`src/rtl/aes_shift_mix_stage.sv`:
```
// AES round-tail stage: ShiftRows -> MixColumns (skipped on final round) -> AddRoundKey,
// presented on a valid/ready stream through an output register plus skid buffer.
// Optional macro AES_MIX_PIPE_EN: adds a register between MixColumns and AddRoundKey
// (latency 2) and deepens the skid buffer to two entries.
// Byte k of a state is data[127-8k -: 8]; s[r][c] is byte 4c+r (column-major).
module aes_shift_mix_stage #(
  parameter int DATA_W = 128
) (
  input  logic              clk,
  input  logic              rst_n,
  input  logic              in_valid,
  output logic              in_ready,
  input  logic [DATA_W-1:0] in_data,
  input  logic [DATA_W-1:0] in_key,
  input  logic              in_last,
  output logic              out_valid,
  input  logic              out_ready,
  output logic [DATA_W-1:0] out_data,
  output logic              out_last,
  output logic              busy
);

  generate
    if (DATA_W != 128) begin : g_bad_width
      $error("aes_shift_mix_stage: DATA_W must be 128");
    end
  endgenerate

  function automatic logic [7:0] xtime(input logic [7:0] x);
    return {x[6:0], 1'b0} ^ (x[7] ? 8'h1B : 8'h00);
  endfunction

  // One MixColumns column; a0 is the most significant byte of the word.
  function automatic logic [31:0] mix_col(input logic [31:0] a);
    logic [7:0] a0, a1, a2, a3, b0, b1, b2, b3;
    a0 = a[31:24];
    a1 = a[23:16];
    a2 = a[15:8];
    a3 = a[7:0];
    b0 = xtime(a0) ^ (xtime(a1) ^ a1) ^ a2 ^ a3;
    b1 = a0 ^ xtime(a1) ^ (xtime(a2) ^ a2) ^ a3;
    b2 = a0 ^ a1 ^ xtime(a2) ^ (xtime(a3) ^ a3);
    b3 = (xtime(a0) ^ a0) ^ a1 ^ a2 ^ xtime(a3);
    return {b0, b1, b2, b3};
  endfunction

  // Row r rotates left by r columns: s'[r][c] = s[r][(c+r) mod 4].
  function automatic logic [DATA_W-1:0] shift_rows(input logic [DATA_W-1:0] s);
    logic [DATA_W-1:0] q;
    q = '0;
    for (int c = 0; c < 4; c++) begin
      for (int r = 0; r < 4; r++) begin
        q[127-8*(4*c+r) -: 8] = s[127-8*(4*((c+r)&3)+r) -: 8];
      end
    end
    return q;
  endfunction

  function automatic logic [DATA_W-1:0] mix_columns(input logic [DATA_W-1:0] s);
    logic [DATA_W-1:0] q;
    q = '0;
    for (int c = 0; c < 4; c++) begin
      q[127-32*c -: 32] = mix_col(s[127-32*c -: 32]);
    end
    return q;
  endfunction

  logic              w_acc;
  logic [DATA_W-1:0] w_shifted;
  logic [DATA_W-1:0] w_mixed;

  logic              w_st_valid;
  logic [DATA_W-1:0] w_st_data;
  logic              w_st_last;
  logic              w_rdy_nxt;

  logic              r_in_ready;
  logic              r_out_valid;
  logic [DATA_W-1:0] r_out_data;
  logic              r_out_last;
  logic [1:0]        r_skid_cnt;
  logic [DATA_W-1:0] r_skid0_data;
  logic              r_skid0_last;
  logic [DATA_W-1:0] r_skid1_data;
  logic              r_skid1_last;

  logic              w_out_free;
  logic              w_out_valid_nxt;
  logic [1:0]        w_cnt_nxt;
  logic              w_ld_out_skid;
  logic              w_ld_out_st;
  logic              w_sk0_from_st;
  logic              w_sk0_from_sk1;
  logic              w_sk1_from_st;

  assign w_acc     = in_valid & r_in_ready;
  assign w_shifted = shift_rows(in_data);
  assign w_mixed   = in_last ? w_shifted : mix_columns(w_shifted);

`ifdef AES_MIX_PIPE_EN
  logic              r_vld_p1;
  logic [DATA_W-1:0] r_mix_p1;
  logic [DATA_W-1:0] r_key_p1;
  logic              r_last_p1;

  // Stage p1 valid: the mixed state always advances; the skid has room reserved for it.
  always_ff @(posedge clk or negedge rst_n) begin
    if (!rst_n) r_vld_p1 <= 1'b0;
    else        r_vld_p1 <= w_acc;
  end

  // Stage p1 payload: mixed state travels with its round key and last flag.
  always_ff @(posedge clk) begin
    if (w_acc) begin
      r_mix_p1  <= w_mixed;
      r_key_p1  <= in_key;
      r_last_p1 <= in_last;
    end
  end

  assign w_st_valid = r_vld_p1;
  assign w_st_data  = r_mix_p1 ^ r_key_p1;
  assign w_st_last  = r_last_p1;
  // The in-flight p1 entry counts against the two skid slots so it can always land.
  assign w_rdy_nxt  = ({1'b0, w_cnt_nxt} + {2'b00, w_acc}) < 3'd2;
  assign busy       = r_out_valid | (r_skid_cnt != 2'd0) | r_vld_p1;
`else
  assign w_st_valid = w_acc;
  assign w_st_data  = w_mixed ^ in_key;
  assign w_st_last  = in_last;
  assign w_rdy_nxt  = (w_cnt_nxt == 2'd0);
  assign busy       = r_out_valid | (r_skid_cnt != 2'd0);
`endif

  // Output-buffer steering: output register is head, skid0/skid1 queue behind it in order.
  always_comb begin
    w_out_free      = ~r_out_valid | out_ready;
    w_out_valid_nxt = r_out_valid;
    w_cnt_nxt       = r_skid_cnt;
    w_ld_out_skid   = 1'b0;
    w_ld_out_st     = 1'b0;
    w_sk0_from_st   = 1'b0;
    w_sk0_from_sk1  = 1'b0;
    w_sk1_from_st   = 1'b0;
    if (w_out_free) begin
      if (r_skid_cnt != 2'd0) begin
        w_ld_out_skid   = 1'b1;
        w_out_valid_nxt = 1'b1;
        if (w_st_valid) begin
          if (r_skid_cnt == 2'd1) begin
            w_sk0_from_st = 1'b1;
          end else begin
            w_sk0_from_sk1 = 1'b1;
            w_sk1_from_st  = 1'b1;
          end
        end else begin
          w_cnt_nxt      = r_skid_cnt - 2'd1;
          w_sk0_from_sk1 = (r_skid_cnt == 2'd2);
        end
      end else begin
        w_ld_out_st     = w_st_valid;
        w_out_valid_nxt = w_st_valid;
      end
    end else if (w_st_valid) begin
      if (r_skid_cnt == 2'd0) w_sk0_from_st = 1'b1;
      else                    w_sk1_from_st = 1'b1;
      w_cnt_nxt = r_skid_cnt + 2'd1;
    end
  end

  // Output stage and buffer occupancy; reset clears every visible output at once.
  always_ff @(posedge clk or negedge rst_n) begin
    if (!rst_n) begin
      r_in_ready  <= 1'b1;
      r_out_valid <= 1'b0;
      r_out_data  <= '0;
      r_out_last  <= 1'b0;
      r_skid_cnt  <= 2'd0;
    end else begin
      r_in_ready  <= w_rdy_nxt;
      r_out_valid <= w_out_valid_nxt;
      r_skid_cnt  <= w_cnt_nxt;
      if (w_ld_out_skid) begin
        r_out_data <= r_skid0_data;
        r_out_last <= r_skid0_last;
      end else if (w_ld_out_st) begin
        r_out_data <= w_st_data;
        r_out_last <= w_st_last;
      end
    end
  end

  // Skid payload; occupancy lives in r_skid_cnt so the data needs no reset.
  always_ff @(posedge clk) begin
    if (w_sk0_from_st) begin
      r_skid0_data <= w_st_data;
      r_skid0_last <= w_st_last;
    end else if (w_sk0_from_sk1) begin
      r_skid0_data <= r_skid1_data;
      r_skid0_last <= r_skid1_last;
    end
    if (w_sk1_from_st) begin
      r_skid1_data <= w_st_data;
      r_skid1_last <= w_st_last;
    end
  end

  assign in_ready  = r_in_ready;
  assign out_valid = r_out_valid;
  assign out_data  = r_out_data;
  assign out_last  = r_out_last;

endmodule

```
`config.mk`:
```
export PLATFORM = sky130hd
export DESIGN_NAME = aes_shift_mix_stage
export DESIGN_NICKNAME = d
export VERILOG_FILES = /design/src/rtl/aes_shift_mix_stage.sv
export SDC_FILE = /design/constraint.sdc
export NUM_CORES = 1
export LEC_CHECK = 0
export CORE_ASPECT_RATIO = 1.75
export CORE_MARGIN = 2
export CORE_UTILIZATION = 43
export CTS_CLUSTER_DIAMETER = 100
export CTS_CLUSTER_SIZE = 24
export DETAILED_ROUTE_END_ITERATION = 10
export PLACE_DENSITY = 0.77
export SLEW_MARGIN = 20
export SYNTH_ARGS = -nofsm -noshare
export SYNTH_HDL_FRONTEND = slang
export SYNTH_SLANG_ARGS = --single-unit
```
`constraint.sdc`:
```
create_clock -name clk -period 10.4 [get_ports clk]
set_input_delay 2.08 -clock clk [delete_from_list [all_inputs] [get_ports clk]]
set_output_delay 2.08 -clock clk [all_outputs]
set_load 0.03 [all_outputs]
```
==> summary.txt <==
Synthesis
  • Simple-Gate Fraction of Synth Area: 9.101%
  • Largest family of logic cells by synthesized area: XOR/XNOR gates
  • Adder-Cell Fraction of Synth Area: 0.1512%
  • Ys flop type: edfxtp_1
  • Mapped Area: 24830 um2
  • Post-synthesis compound-gate area fraction: 10.40%
  • Mux cell area share after synthesis: 6.450%
  • Yosys warnings: 0
  • Async set-or-reset flop fraction in the synthesized netlist: 34.02%
  • Net count after synthesis: 2428
  • Post-synth EDFFs: 258
  • Distinct cells, synth: 43
  • Mean Syn Cell Area: 11.47 um2
  • Seq/Total Area, Yosys: 44.61%
  • Xor/xnor share of the synthesized area: 24.96%
  • Synth Instances: 2164
  • Synthesized flop and latch total: 391

Timing
  • Unrepaired setup endpoints after global routing: no
  • Worst Tran Pin Value: 1.088 ns
  • Setup TNS: 0 ns
  • Final-report max-slew violation count: 0
  • Setup violators final: 0
  • Rel. slew slack: 27.47%
  • Final Skew: 0.01919 ns
  • Final period utilization: 47.88%
  • Final hold violations: 0
  • Min Tclk post-route: 4.979 ns
  • F_max: 200.8 MHz

Run
  • Max-capacitance violation count: 0

Clocking
  • Root buf cell: clkbuf_16
  • H-tree lvl count: 1
  • Clk buf depth: 3
  • Postcts setup bufs: 0
  • Cts hold-fix bufs: 0
  • Clk slew on worst S/H paths: 0.10 ns
  • CTS tree: yes
  • CTS Buf Count: 20
  • CTS Sinks: 391
  • Clk Latency, worst-skew pair: 0.55 ns
  • Post-CTS resize count: 0

Critical path
  • Crit Path Class: input port to flop
  • Reg-to-reg slack, setup: 6.93 ns
  • R2r endpoint: out_data[39]$_DFFE_PN0P_
  • Worst setup SP type: input port
  • Req. time, crit path: 10.82 ns
  • Most frequent CP cell: buf_4
  • Critical Path Sink Type: flop
  • CP peak stage delay: 0.81 ns
  • Worst-path cell chain: clkdlybuf4s50_1, nor2b_4, buf_4, nor2_1, nor2_4, buf_4, a21oi_1
  • Worst Path Max Fanout: 87
  • Crit-path leading delay family: buffers and inverters
  • CP max stage cell: nor2_4
  • Reg2reg path depth: 8
  • Launch point of the worst reg-to-reg path: r_skid_cnt[1]$_DFF_PN0_
  • Worst Path Buf+Inv: 3
  • CP arrival: 5.40 ns

Detailed routing
  • Via count: 17672
  • Drt initial violations: 1207
  • Antenna Nets Post-Route: 0
  • Vias per cell: 5.524
  • DR top layer: met5
  • First drt pass iteration count: 5
  • M1 WL: 26050 um
  • Met3 wirelength from detailed routing: 4767 um
  • Residual DRC: 0
  • Detailed Route WL: 72130 um
  • Metal2 WL: 38090 um
  • Avg WL per Cell: 22.55 um

Finish
  • Area Growth Syn to Fin: 20.08%
  • Non-Filler Instances: 3199
  • Share of layout cells above drive strength 1: 4.577%
  • Nets: 2675

Floorplanning
  • Ports: 393
  • Die area: 59760 um2
  • Cell row count: 116
  • Die height: 321.9 um
  • Core Region: 57180 um2
  • Starting Density: 43.42%
  • Die Wd: 185.6 um

Global route
  • Initial antenna violation count: 13
  • First-pass GRT wire length: 107700 um
  • Vias in the first global route: 18194
  • Total track usage: 23.72%
  • Maximum number of pins on one net before global-route repair: 178
  • Grt ovf: 0

Hold path
  • Worst Hold Depth: 2
  • Hold WC Path Type: flop to flop
  • Hold_sp: out_data[35]$_DFFE_PN0P_
  • WHS Endpoint: out_data[35]$_DFFE_PN0P_

Status
  • Status: finished clean

Power
  • Pwr Density: 216.1 nW/um2
  • Peak supply drop: 0.0001902 V
  • LEAKAGE: 12.15 nW

Place
  • Post-DP HPWL: 50200 um
  • GP Congestion: 0.8522
  • # placed instances: 3155
  • Buffers on Ports: 392
==> cell families after synthesis <==
kind of cell / after synthesis
AO/OA/AOI/OAI: 466
XOR/XNOR: 438
adder cells (fa/ha/maj): 3
buffers and inverters: 268
flip-flops: 391
multiplexers: 154
AND/OR/NAND/NOR: 444
==> through the flow <==
step | utilization [%] | area, um2 | hold WS (ns) | setup slack, ns | power (mW)
2_1_floorplan | - | 24830 | 0.4907 | 1.536 | 4.357
3_3_place_gp | 51.01 | 29170 | 0.4612 | 4.938 | 5.489
3_5_place_dp | 51.01 | 29170 | 0.4765 | 4.795 | 5.577
4_1_cts | 52.06 | 29770 | 0.5025 | 5.394 | 6.499
5_1_grt | 52.14 | 29810 | 0.5332 | 5.270 | 6.776
6_report | 52.14 | 29810 | 0.4965 | 5.421 | 6.443
==> registers in the layout, indices dropped and copies added, names as in the netlist <==
signal        cells
r_skid0_data    128
out_data        128
out_valid         1
in_ready          1
out_last          1
r_skid_cnt        2
r_skid0_last      1
r_skid1_last      1
r_skid1_data    128
==> worst min-delay path, stage by stage (launching register included) <==
cell and delay [ns]:
dfrtp_1 0.36, nand2_1 0.05, o21ai_0 0.06
==> Yosys cell counts, types with 52 or more instances <==
cell type | number | area, um2
o21ai_0 | 281 | 1406
or3_1 | 82 | 513.0
nand2_1 | 202 | 758.2
xnor3_1 | 120 | 2703
a21oi_1 | 85 | 425.4
dfrtp_1 | 132 | 3303
clkbuf_1 | 135 | 506.7
xor2_1 | 109 | 954.7
xnor2_1 | 161 | 1410
edfxtp_1 | 258 | 7747
mux2i_1 | 106 | 1061
inv_1 | 83 | 311.6
nor2_1 | 52 | 195.2
==> where the power goes <==
| group | internal [mW] | total, mW | leakage, nW | switching [mW] |
|---|---|---|---|---|
| clock network | 0.388 | 0.909 | 0.285 | 0.521 |
| registers | 2.24 | 2.49 | 3.96 | 0.248 |
| logic | 1.22 | 3.04 | 7.91 | 1.82 |
| total | 3.85 | 6.44 | 12.2 | 2.59 |
==> how the worst max path moves through the flow <==
stage               from                         to  slack [ns]  cells past startpoint
2_1_floorplan  out_ready  r_skid0_data[0]$_DFFE_PP_        1.54                      4
3_3_place_gp   out_ready   out_data[94]$_DFFE_PN0P_        4.94                      7
3_5_place_dp   out_ready   out_data[46]$_DFFE_PN0P_        4.80                      7
4_1_cts        out_ready   out_data[46]$_DFFE_PN0P_        5.39                      7
5_1_grt        out_ready   out_data[23]$_DFFE_PN0P_        5.27                      7
6_report       out_ready   out_data[39]$_DFFE_PN0P_        5.42                      7
==> cell type report <==
class | instances | area, um2
fill | 5047 | 27370
multi-input combinational | 1505 | 12750
sequential | 391 | 11080
timing repair buffer | 410 | 4098
tap | 767 | 959.7
clock buffer | 35 | 578.1
inverter | 83 | 311.5
clock inverter | 1 | 20.02
antenna | 7 | 17.52
==> routing by layer <==
metal,track usage [%],vias to the layer above
li1,-,8124
met2,43.04,694
met5,0,-
met4,10.67,12
met1,26.98,8698
met3,3.991,144
==> cell usage in the layout (no fill, tap or decap), types with 48 or more instances in the layout <==
cell type,instances
o21ai_0,280
or3_1,82
xnor3_1,120
nand3b_1,48
mux2i_1,106
mux2_2,48
nand2_1,201
xor2_1,109
a21oi_1,84
xnor2_1,161
nor3b_1,48
inv_1,83
edfxtp_1,258
nor2_1,51
clkdlybuf4s50_1,390
dfrtp_1,132
Power figures use the tool's default switching activity.
